<file path="config.mk">
export PLATFORM = sky130hd
export DESIGN_NAME = keypad_scan_arbiter_flat
export DESIGN_NICKNAME = d
export VERILOG_FILES = /design/src/rtl/keypad_scan_arbiter_pkg.sv /design/src/rtl/keypad_scan_arbiter_if.sv /design/src/rtl/keypad_scan_arbiter_kp_debounce.sv /design/src/rtl/keypad_scan_arbiter.sv /design/src/flat_wrapper.sv
export SDC_FILE = /design/constraint.sdc
export NUM_CORES = 1
export LEC_CHECK = 0
export BUFFER_PORTS_ARGS = -buffer_cell sky130_fd_sc_hd__buf_2
export CAP_MARGIN = 30
export CORE_ASPECT_RATIO = 1.2
export CORE_MARGIN = 1.5
export CORE_UTILIZATION = 30
export DETAILED_ROUTE_END_ITERATION = 10
export PLACE_DENSITY = 0.41
export SYNTH_ARGS = -nofsm -noshare
export SYNTH_HDL_FRONTEND = slang
export SYNTH_SLANG_ARGS = --single-unit
</file>
<file path="constraint.sdc">
create_clock -name clk -period 4.2 [get_ports clk]
set_input_delay 0.42 -clock clk [delete_from_list [all_inputs] [get_ports clk]]
set_output_delay 0.42 -clock clk [all_outputs]
set_load 0.03 [all_outputs]
</file>
<file path="src/rtl/keypad_scan_arbiter_pkg.sv">
// Shared constants and helpers for the keypad scanner / pong step arbiter.
package pong_pkg;

  // One-cold row drive values, in scan order.
  localparam logic [3:0] ROW_0 = 4'b1110;
  localparam logic [3:0] ROW_1 = 4'b1101;
  localparam logic [3:0] ROW_2 = 4'b1011;
  localparam logic [3:0] ROW_3 = 4'b0111;

  // Snapshot bit positions {row index, col index} of the mapped keys.
  localparam logic [3:0] KEY_7 = 4'd0;
  localparam logic [3:0] KEY_0 = 4'd3;
  localparam logic [3:0] KEY_8 = 4'd4;
  localparam logic [3:0] KEY_A = 4'd7;

  localparam int DEB_SCANS_DEF = 3;
  localparam int RPT_SCANS_DEF = 5;

  typedef struct packed {
    logic       valid;
    logic [1:0] idx;
  } row_sel_t;

  // Row walker: any illegal drive value recovers to the first row.
  function automatic logic [3:0] next_row(input logic [3:0] row);
    case (row)
      ROW_0:   return ROW_1;
      ROW_1:   return ROW_2;
      ROW_2:   return ROW_3;
      default: return ROW_0;
    endcase
  endfunction

  // Maps the current row drive to its snapshot row index.
  function automatic row_sel_t row_decode(input logic [3:0] row);
    row_sel_t sel;
    sel = '{valid: 1'b1, idx: 2'd0};
    case (row)
      ROW_0:   sel.idx = 2'd0;
      ROW_1:   sel.idx = 2'd1;
      ROW_2:   sel.idx = 2'd2;
      ROW_3:   sel.idx = 2'd3;
      default: sel.valid = 1'b0;
    endcase
    return sel;
  endfunction

endpackage

</file>
<file path="src/rtl/keypad_scan_arbiter_if.sv">
// Keypad and player-step signals between the arbiter and its surroundings.
interface keypad_scan_arbiter_if;
  logic [3:0] kp_col;
  logic [3:0] kp_row;
  logic       up1;
  logic       down1;
  logic       up2;
  logic       down2;
  logic       scan_done;

  modport master (
    input  kp_col,
    output kp_row, up1, down1, up2, down2, scan_done
  );

  modport slave (
    output kp_col,
    input  kp_row, up1, down1, up2, down2, scan_done
  );
endinterface

</file>
<file path="src/rtl/keypad_scan_arbiter_kp_debounce.sv">
// Per-key debouncer: evaluated once per completed scan, flips after
// DEB_SCANS consecutive disagreeing scans. Edges are valid with strobe_i.
module kp_debounce
  import pong_pkg::*;
#(
  parameter int DEB_SCANS = DEB_SCANS_DEF
) (
  input  logic clk,
  input  logic rst,
  input  logic raw_i,     // 1 = pressed in the latest snapshot
  input  logic strobe_i,  // scan complete
  output logic state_o,   // 1 = debounced pressed
  output logic press_o,
  output logic release_o
);

  logic       state_q, state_d;
  logic [3:0] cnt_q, cnt_d;
  logic       flip;

  // Next debounce state and disagreement count.
  always_comb begin
    // NOTE: every comb output gets a default first so no path leaves it unassigned (no latch).
    state_d = state_q;
    cnt_d   = cnt_q;
    flip    = 1'b0;
    if (strobe_i) begin
      if (raw_i == state_q) begin
        cnt_d = '0;
      end else if (int'(cnt_q) + 1 >= DEB_SCANS) begin
        flip    = 1'b1;
        state_d = raw_i;
        cnt_d   = '0;
      end else if (cnt_q != 4'hF) begin
        cnt_d = cnt_q + 4'd1;
      end
    end
  end

  // Debounce state register.
  always_ff @(posedge clk or posedge rst) begin
    // NOTE: sequential state uses <= so all flops update from pre-edge values.
    if (rst) begin
      state_q <= 1'b0;
      cnt_q   <= '0;
    end else begin
      state_q <= state_d;
      cnt_q   <= cnt_d;
    end
  end

  assign state_o   = state_q;
  assign press_o   = flip & raw_i;
  assign release_o = flip & ~raw_i;

endmodule

</file>
<file path="src/rtl/keypad_scan_arbiter.sv">
// Scans a 4x4 keypad, debounces the four pong keys and issues per-player
// up/down step pulses with auto-repeat and up+down conflict suppression.
module keypad_scan_arbiter
  import pong_pkg::*;
#(
  parameter int DEB_SCANS = DEB_SCANS_DEF,
  parameter int RPT_SCANS = RPT_SCANS_DEF
) (
  input  logic                   clk,
  input  logic                   rst,
  keypad_scan_arbiter_if.master  bus
);

  logic [3:0]       kp_row_q, kp_row_d;
  logic [15:0]      snap_q, snap_d;
  logic             scan_done_q, scan_done_d;
  row_sel_t         sel;

  // Key slots: 0 = A (p1 up), 1 = 0 (p1 down), 2 = 8 (p2 up), 3 = 7 (p2 down).
  logic [3:0]       key_raw, key_state, key_press, key_rel, key_next;
  logic [1:0]       up_next, dn_next, up_press, dn_press, up_cur, dn_cur;
  logic [1:0][3:0]  rpt_q, rpt_d;
  logic [1:0]       pend_q, pend_d;
  logic [1:0]       up_q, up_d, dn_q, dn_d;
  logic [1:0]       step;
  logic             unused_snap;

  // Row walker, column capture and end-of-scan marker.
  always_comb begin
    sel         = row_decode(kp_row_q);
    kp_row_d    = next_row(kp_row_q);
    snap_d      = snap_q;
    if (sel.valid) snap_d[{sel.idx, 2'b00} +: 4] = bus.kp_col;
    scan_done_d = (kp_row_q == ROW_3);
  end

  // Scan registers; reset restarts at the first row with an all-released snapshot.
  always_ff @(posedge clk or posedge rst) begin
    if (rst) begin
      kp_row_q    <= ROW_0;
      snap_q      <= 16'hFFFF;
      scan_done_q <= 1'b0;
    end else begin
      kp_row_q    <= kp_row_d;
      snap_q      <= snap_d;
      scan_done_q <= scan_done_d;
    end
  end

  // Columns are active-low; unmapped keys are captured but ignored.
  assign key_raw     = ~{snap_q[KEY_7], snap_q[KEY_8], snap_q[KEY_0], snap_q[KEY_A]};
  assign unused_snap = ^snap_q;

  for (genvar k = 0; k < 4; k++) begin : g_key
    kp_debounce #(.DEB_SCANS(DEB_SCANS)) u_deb (
      .clk       (clk),
      .rst       (rst),
      .raw_i     (key_raw[k]),
      .strobe_i  (scan_done_q),
      .state_o   (key_state[k]),
      .press_o   (key_press[k]),
      .release_o (key_rel[k])
    );
  end

  // Debounced state as it will be after this scan completion.
  assign key_next = (key_state | key_press) & ~key_rel;
  assign up_next  = {key_next[2],  key_next[0]};
  assign dn_next  = {key_next[3],  key_next[1]};
  assign up_press = {key_press[2], key_press[0]};
  assign dn_press = {key_press[3], key_press[1]};
  assign up_cur   = {key_state[2], key_state[0]};
  assign dn_cur   = {key_state[3], key_state[1]};

  // Per-player step arbitration: press, repeat, and conflict hand-over.
  always_comb begin
    rpt_d  = rpt_q;
    pend_d = pend_q;
    step   = '0;
    up_d   = '0;
    dn_d   = '0;
    for (int p = 0; p < 2; p++) begin
      if (scan_done_q) begin
        if (up_next[p] && dn_next[p]) begin
          rpt_d[p]  = '0;
          pend_d[p] = 1'b1;
        end else if (up_next[p] || dn_next[p]) begin
          if (up_press[p] || dn_press[p]) begin
            step[p]   = 1'b1;
            rpt_d[p]  = '0;
            pend_d[p] = 1'b0;
          end else if (up_cur[p] && dn_cur[p]) begin
            rpt_d[p]  = '0;   // conflict just cleared; step on the next scan
          end else if (pend_q[p]) begin
            step[p]   = 1'b1;
            rpt_d[p]  = '0;
            pend_d[p] = 1'b0;
          end else if (int'(rpt_q[p]) + 1 >= RPT_SCANS) begin
            step[p]   = 1'b1;
            rpt_d[p]  = '0;
          end else if (rpt_q[p] != 4'hF) begin
            rpt_d[p]  = rpt_q[p] + 4'd1;
          end
          up_d[p] = step[p] & up_next[p];
          dn_d[p] = step[p] & dn_next[p];
        end else begin
          rpt_d[p]  = '0;
          pend_d[p] = 1'b0;
        end
      end
    end
  end

  // Player arbitration and step output registers.
  always_ff @(posedge clk or posedge rst) begin
    if (rst) begin
      rpt_q  <= '0;
      pend_q <= '0;
      up_q   <= '0;
      dn_q   <= '0;
    end else begin
      rpt_q  <= rpt_d;
      pend_q <= pend_d;
      up_q   <= up_d;
      dn_q   <= dn_d;
    end
  end

  assign bus.kp_row    = kp_row_q;
  assign bus.scan_done = scan_done_q;
  assign bus.up1       = up_q[0];
  assign bus.down1     = dn_q[0];
  assign bus.up2       = up_q[1];
  assign bus.down2     = dn_q[1];

endmodule

</file>
<file path="src/flat_wrapper.sv">
// flat-port wrapper written by rule: the top's interface ports become plain ports
module keypad_scan_arbiter_flat import pong_pkg::*;
#(
  parameter int DEB_SCANS = DEB_SCANS_DEF,
  parameter int RPT_SCANS = RPT_SCANS_DEF
)
  (clk, rst, bus_kp_col, bus_kp_row, bus_up1, bus_down1, bus_up2, bus_down2, bus_scan_done);
  keypad_scan_arbiter_if bus_i ();
  input  logic clk;
  input  logic rst;
  input wire logic [$bits(bus_i.kp_col)-1:0] bus_kp_col;
  output wire logic [$bits(bus_i.kp_row)-1:0] bus_kp_row;
  output wire logic [$bits(bus_i.up1)-1:0] bus_up1;
  output wire logic [$bits(bus_i.down1)-1:0] bus_down1;
  output wire logic [$bits(bus_i.up2)-1:0] bus_up2;
  output wire logic [$bits(bus_i.down2)-1:0] bus_down2;
  output wire logic [$bits(bus_i.scan_done)-1:0] bus_scan_done;
  assign bus_i.kp_col = bus_kp_col;
  assign bus_kp_row = bus_i.kp_row;
  assign bus_up1 = bus_i.up1;
  assign bus_down1 = bus_i.down1;
  assign bus_up2 = bus_i.up2;
  assign bus_down2 = bus_i.down2;
  assign bus_scan_done = bus_i.scan_done;
  keypad_scan_arbiter #(.DEB_SCANS(DEB_SCANS), .RPT_SCANS(RPT_SCANS)) u_core (.clk(clk), .rst(rst), .bus(bus_i));
endmodule
</file>
; ---- Word-level counts from Yosys, hierarchy flattened
; Cells that the tools add are included.
[word_totals]
inputBits = 6
output_inout_bits = 9
reg_bits = 55
wordCells = 181
[classes]
add_sub_neg = 13
eq_ne = 18
order_cmp = 6
mux = 76
shift = 2
n_reduce_logical = 25
bitwise_logic = 24
[op_table]
columns = op, count
row1 = $mux 4, 26
row2 = $ge 32x4->1 const B, 2
row3 = $mux 1, 47
row4 = $add 4x1->5 const B, 6
row5 = $add 4x1->4 const B, 6
row6 = $ne 4x4->1 const B, 6
row7 = $ge 5x2->1 const B, 4
row8 = $bwmux 16, 1
row9 = $reduce_and 2->1, 8
row10 = $shift 4x6->16 const A, 1
row11 = $shiftx 4x6->16, 1
row12 = $ne 7x5->1 const B, 2
row13 = $and 1x1->1, 12
row14 = $eq 4x4->1 const B, 3
row15 = $pmux 4 s3, 1
row16 = $reduce_and 3->1, 4
row17 = $reduce_bool 3->1, 4
row18 = $ne 4x3->1 const B, 2
row19 = $not 1->1, 8
row20 = $not 4->4, 2
row21 = $neg 4->6, 1
row22 = $pmux 2 s3, 1
row23 = $and 4x4->4, 1
row24 = $eq 1x1->1, 4
row25 = other kinds (5), 11

; ---- Logic depth before layout (Yosys ltp)
[depth]
ltp_word = 16
depth_mapped = 11
ltp_nobuf = 11

; ---- By module
; From an unflattened synthesis, not the netlist that was laid out.
[hier_totals]
cells_unflattened = 236
area_unflattened_um2 = 2476.1
[modules_own_cells]
columns = module, seq_area_each_um2, area_each_um2, n_inst, cells_per_inst
row1 = keypad_scan_arbiter, 584.3, 1270.0, 1, 116
row2 = kp_debounce, 125.1, 301.5, 4, 30

; ---- Least setup slack after synthesis
; Ideal clock, no wire load.
[synth_timing]
path_kind = register -> register
start = register u_core.g_key[2].u_deb.cnt_q[0]
end = register u_core.rpt_q[6] (netlist name)
path_buffers = 0
stages_incl_launch_ff = 11
setup_ps = 103
setup_slack_ps = 1437
required_ps = 4097
t_arrival_ps = 2660
synth_period_minus_slack_ps = 2763
cell_sequence = dfrtp_1 > ha_1 > nor2b_1 > o2bb2ai_1 > a21oi_1 > mux2i_1 > inv_1 > ha_1 > or3_1 > or3b_4 > o41ai_2
[synth_via]
elab_chain_cells = 11
elab_cells_between_ends = 18
classes_between = add/sub: 1 / order compare: 1 / eq/ne: 1 / mux: 6 / bitwise: 5 / reduce/logical: 4
[synth_lines]
columns = item, line_no
row1 = from (decl), keypad_scan_arbiter_kp_debounce.sv:18  ; logic [3:0] cnt_q, cnt_d;
row2 = from (signal assigned), keypad_scan_arbiter_kp_debounce.sv:48  ; cnt_q <= cnt_d;
row3 = $add 4x1->5 *, keypad_scan_arbiter_kp_debounce.sv:30  ; end else if (int'(cnt_q) + 1 >= DEB_SCANS) begin
row4 = $ge 5x2->1 *, keypad_scan_arbiter_kp_debounce.sv:30
row5 = $mux 1 *, keypad_scan_arbiter_kp_debounce.sv:30
row6 = $mux 1 *, keypad_scan_arbiter_kp_debounce.sv:28  ; if (raw_i == state_q) begin
row7 = $mux 1 *, keypad_scan_arbiter_kp_debounce.sv:27  ; if (strobe_i) begin
row8 = $and 1x1->1 (on tied branches), "keypad_scan_arbiter_kp_debounce.sv:53, keypad_scan_arbiter_kp_debounce.sv:54"
row9 = $or 4x4->4 or $not 4->4 (tied branches), keypad_scan_arbiter.sv:67  ; assign key_next = (key_state | key_press) & ~key_rel;
row10 = $and 4x4->4, keypad_scan_arbiter.sv:67
row11 = $logic_or 1x1->1 or $logic_and 1x1->1 (tied branches), "keypad_scan_arbiter.sv:87, keypad_scan_arbiter.sv:84"
row12 = $ne 7x5->1 (no source line) or $mux 4 (tied branches), n/a
row13 = $reduce_and 2->1 (no source line) or $mux 4 (tied branches), n/a
row14 = to (signal assigned), keypad_scan_arbiter.sv:122  ; rpt_q <= rpt_d;
row15 = to (decl), keypad_scan_arbiter.sv:22  ; logic [1:0][3:0] rpt_q, rpt_d;
; Every way passes the cells marked *; elsewhere a longest branch is shown, timed or not.
; A chain may end at the register's enable or synchronous reset.

; ---- Final worst setup path
[layout_timing]
start = register u_core.g_key[2].u_deb.cnt_q[0]
end = register u_core.rpt_q[5] (netlist name)
; The elaborated chain is that of the path after synthesis.

==> impl_results.md <==
* Primary FF master, synth: dfrtp_1
* Main area contributors after synthesis: dfrtp_1 (39%), ha_1 (9.8%), dfstp_2 (8.0%)
* Max-slew headroom at between 60 and 70%
* Ys Warns at 0
* Slew Viols, Final at 0
* FF-to-FF path depth at 11
* Worst path cell trace: inv_1, ha_1, nor2_1, nor3_1, a21oi_1, mux2i_1, inv_1, ha_1, or3_1, or3b_4, o32ai_2
* Fin crit period at between 3 and 4 ns
* Cells after DPL at approximately 320
* Asr flop ratio synth at 100%
* Critical Path RT at 4.40 ns
* CP Capture Type: flop
* Num rows at 34
* Vias in the first global route at 1,629
* Routed WL per cell at approximately 13 µm
* Share of the synthesized area in the top cell type at 39.1%
* Period utilization at roughly 74%
* Finished Cell Area at ~0.0026 mm²
* Distinct cells, synth at 41
* Hold crit path type: input pin to asynchronous set/reset pin
* Port Buffers at 12
* Vias per cell at roughly 4.8
* Post-route DRC at 0
* Initial DRC Count at 52
* Post-Layout Cell Count at 332
* Max-cap violations at 0
* Final setup viols at 0
* LEAKAGE at ~1.2 nW
* PnR worst setup slack at ~1.1 ns
* Reg-to-reg startpoint: u_core.g_key[2].u_deb.cnt_q[0]$_DFFE_PP0P_
* Dpl cell area at 0.00247 mm²
* Worst slew pin tran at about 0.57 ns
* Crit start category: flop
* Share of layout cells above drive strength 1 at between 10% and 20%
* Core area at around 0.0074 mm²
* Worst slack, placed at ~1.1 ns
* IO Count at 15
* Die W at 83.0 µm
* Final HPWL DP at 3040 µm
* Final antenna-violating net count at 0
* WP data arrival at around 3.3 ns
* Final number of hold-violating endpoints at 0
* Root Driver: clkbuf_8
* Post-Route WL at between 4000 and 5000 µm
* Mapped Cells at roughly 220
* Most common cell after layout, fill and taps aside: dfrtp_1
* CTS Hold Bufs at 0
* Net Count, Synth at about 250
* RSZ-0062 raised after global routing: false
* CP max-delay cell: or3b_4
* Max Clk Rate at 322 MHz
* # clock sinks at 43
* Number of synthesized register bits at 43
* DR pass1 iterations at 4
* Post-Syn Area at about 0.0023 mm²
* CTS Buf Count at 5
* Number of enable flip-flop cells after synthesis at 0
* Grt total ovfl at 0
* Worst-path maximum fanout at 5
* Fin nets at between 200 and 300
* CTS Buffer Depth at 2
* Vias at approximately 1.6k
* Buf/Inv on CP at 2
* H-tree depth at 2
* R2R Setup Slk at approximately 1.1 ns
* Critical Path Max Stage Delay at roughly 0.43 ns
* Layout area overhead at 11.7%
* Total negative slack at 0 ns
* Clock skew at roughly 0.0065 ns
* Average size of a mapped cell at slightly above 10 µm²
* Die Area at 0.00822 mm²
* # resized after CTS at 0
* Die H at 99.0 µm
* N_diodes at 0
* Worst R2R End: u_core.rpt_q[5]$_DFFE_PP0P_
* Seq/Total Area, Yosys at a little under half
* Tot Pwr at roughly 0.0014 W
* Worst IR Drop VDD at ~240 µV
* First-pass GRT wire length at 7890 µm
* Status: finished, final reports clean
* Largest net degree at the start of global routing at 44
* Initial Utilization at a little under a third
* GP Congestion at 0.663
* PwrDens at about 550 mW/mm²
* Crit Path Category: flop to flop
* Post-CTS setup repair buffer count at 0
* Clk_lat worst skew at slightly below 0.3 ns
* CTS tree: yes
* Post-synth top area cell: dfrtp_1
* Delay-heaviest family, CP: simple AND/OR/NAND/NOR gates
* Commonest cells after routing, fill and taps aside: dfrtp_1 (36), inv_1 (26), nand2_1 (19), ha_1 (18), nor2_1 (14)
* All-Layer GR Usage at a little under an eighth
* Initial antenna violation count at 0
* CTS clk-pin slew, worst paths at around 0.080 ns
## cells by family after synthesis
kind of cell               synth area share, %
and+or+nand+nor                           17.9
DFF                                       47.0
AOI/OAI and AO/OA                         13.8
xor gates and xnor gates                  1.90
muxes                                     4.56
adders and majority gates                 9.77
buffers and inverters                     5.05
## cell usage after synthesis (2+ instances only)
| library cell | n |
|---|---|
| xnor2_1 | 4 |
| nand2_1 | 19 |
| a21oi_1 | 8 |
| clkbuf_1 | 2 |
| a211oi_1 | 2 |
| and2_1 | 3 |
| a31oi_1 | 4 |
| and2b_1 | 2 |
| dfstp_2 | 7 |
| or3_1 | 5 |
| nor3b_1 | 5 |
| o2bb2ai_1 | 2 |
| o31ai_1 | 4 |
| dfrtp_1 | 36 |
| mux2i_1 | 6 |
| a32o_1 | 3 |
| ha_1 | 18 |
| nor3_1 | 4 |
| nand4b_1 | 4 |
| nand3_1 | 4 |
| o21ai_0 | 7 |
| nor2b_1 | 13 |
| mux2_2 | 4 |
| nor2_1 | 14 |
| inv_1 | 27 |
## metrics by stage
step           utilization, %  hold slack, ns
6_report                 35.0           0.105
5_1_grt                  35.0           0.137
3_5_place_dp             33.6           0.481
3_3_place_gp             33.6           0.480
2_1_floorplan               -           0.458
4_1_cts                  34.7           0.353
## sequential cells by signal, summed over array words and instances (netlist names)
| name | flops |
|---|---|
| u_core.rpt_q | 8 |
| u_core.dn_q | 2 |
| u_core.pend_q | 2 |
| u_core.up_q | 2 |
| u_core.g_key.u_deb.state_o | 4 |
| u_core.g_key.u_deb.cnt_q | 16 |
| u_core.snap_q | 4 |
| u_core.bus.scan_done | 1 |
| u_core.bus.kp_row | 4 |
## worst max-delay path by stage
stage | start | end | slack, ns | cells after the start
2_1_floorplan | u_core.g_key[2].u_deb.cnt_q[0]$_DFFE_PP0P_ | u_core.rpt_q[6]$_DFFE_PP0P_ | 1.44 | 10
3_3_place_gp | u_core.g_key[2].u_deb.cnt_q[0]$_DFFE_PP0P_ | u_core.rpt_q[5]$_DFFE_PP0P_ | 1.08 | 11
3_5_place_dp | u_core.g_key[2].u_deb.cnt_q[0]$_DFFE_PP0P_ | u_core.rpt_q[5]$_DFFE_PP0P_ | 1.09 | 11
4_1_cts | u_core.g_key[2].u_deb.cnt_q[0]$_DFFE_PP0P_ | u_core.rpt_q[5]$_DFFE_PP0P_ | 1.09 | 11
5_1_grt | u_core.g_key[2].u_deb.cnt_q[0]$_DFFE_PP0P_ | u_core.rpt_q[5]$_DFFE_PP0P_ | 0.84 | 11
6_report | u_core.g_key[2].u_deb.cnt_q[0]$_DFFE_PP0P_ | u_core.rpt_q[5]$_DFFE_PP0P_ | 1.09 | 11
## power by group
part	switching [W]	total [W]	internal, W	leakage, nW
sequential	0.0000815	0.000571	0.000489	0.553
combinational	0.000316	0.000586	0.000271	0.629
clock	0.000136	0.000253	0.000117	0.0422
total	0.000534	0.00141	0.000877	1.22
## cell type report
class / count / area (µm²)
fill: 780 / 4780
multi-input combinational: 149 / 1100
sequential: 43 / 1080
tap: 90 / 113
inverter: 28 / 105
timing repair buffer: 14 / 87.6
clock buffer: 7 / 76.3
clock inverter: 1 / 5.00
## layer usage
layer	track usage [%]	wire length (µm)
met1	15.7	2130
met3	2.43	111
met5	0	0
met4	4.23	62
met2	19.3	1950
Note: power is estimated with default switching activity, not from simulation.
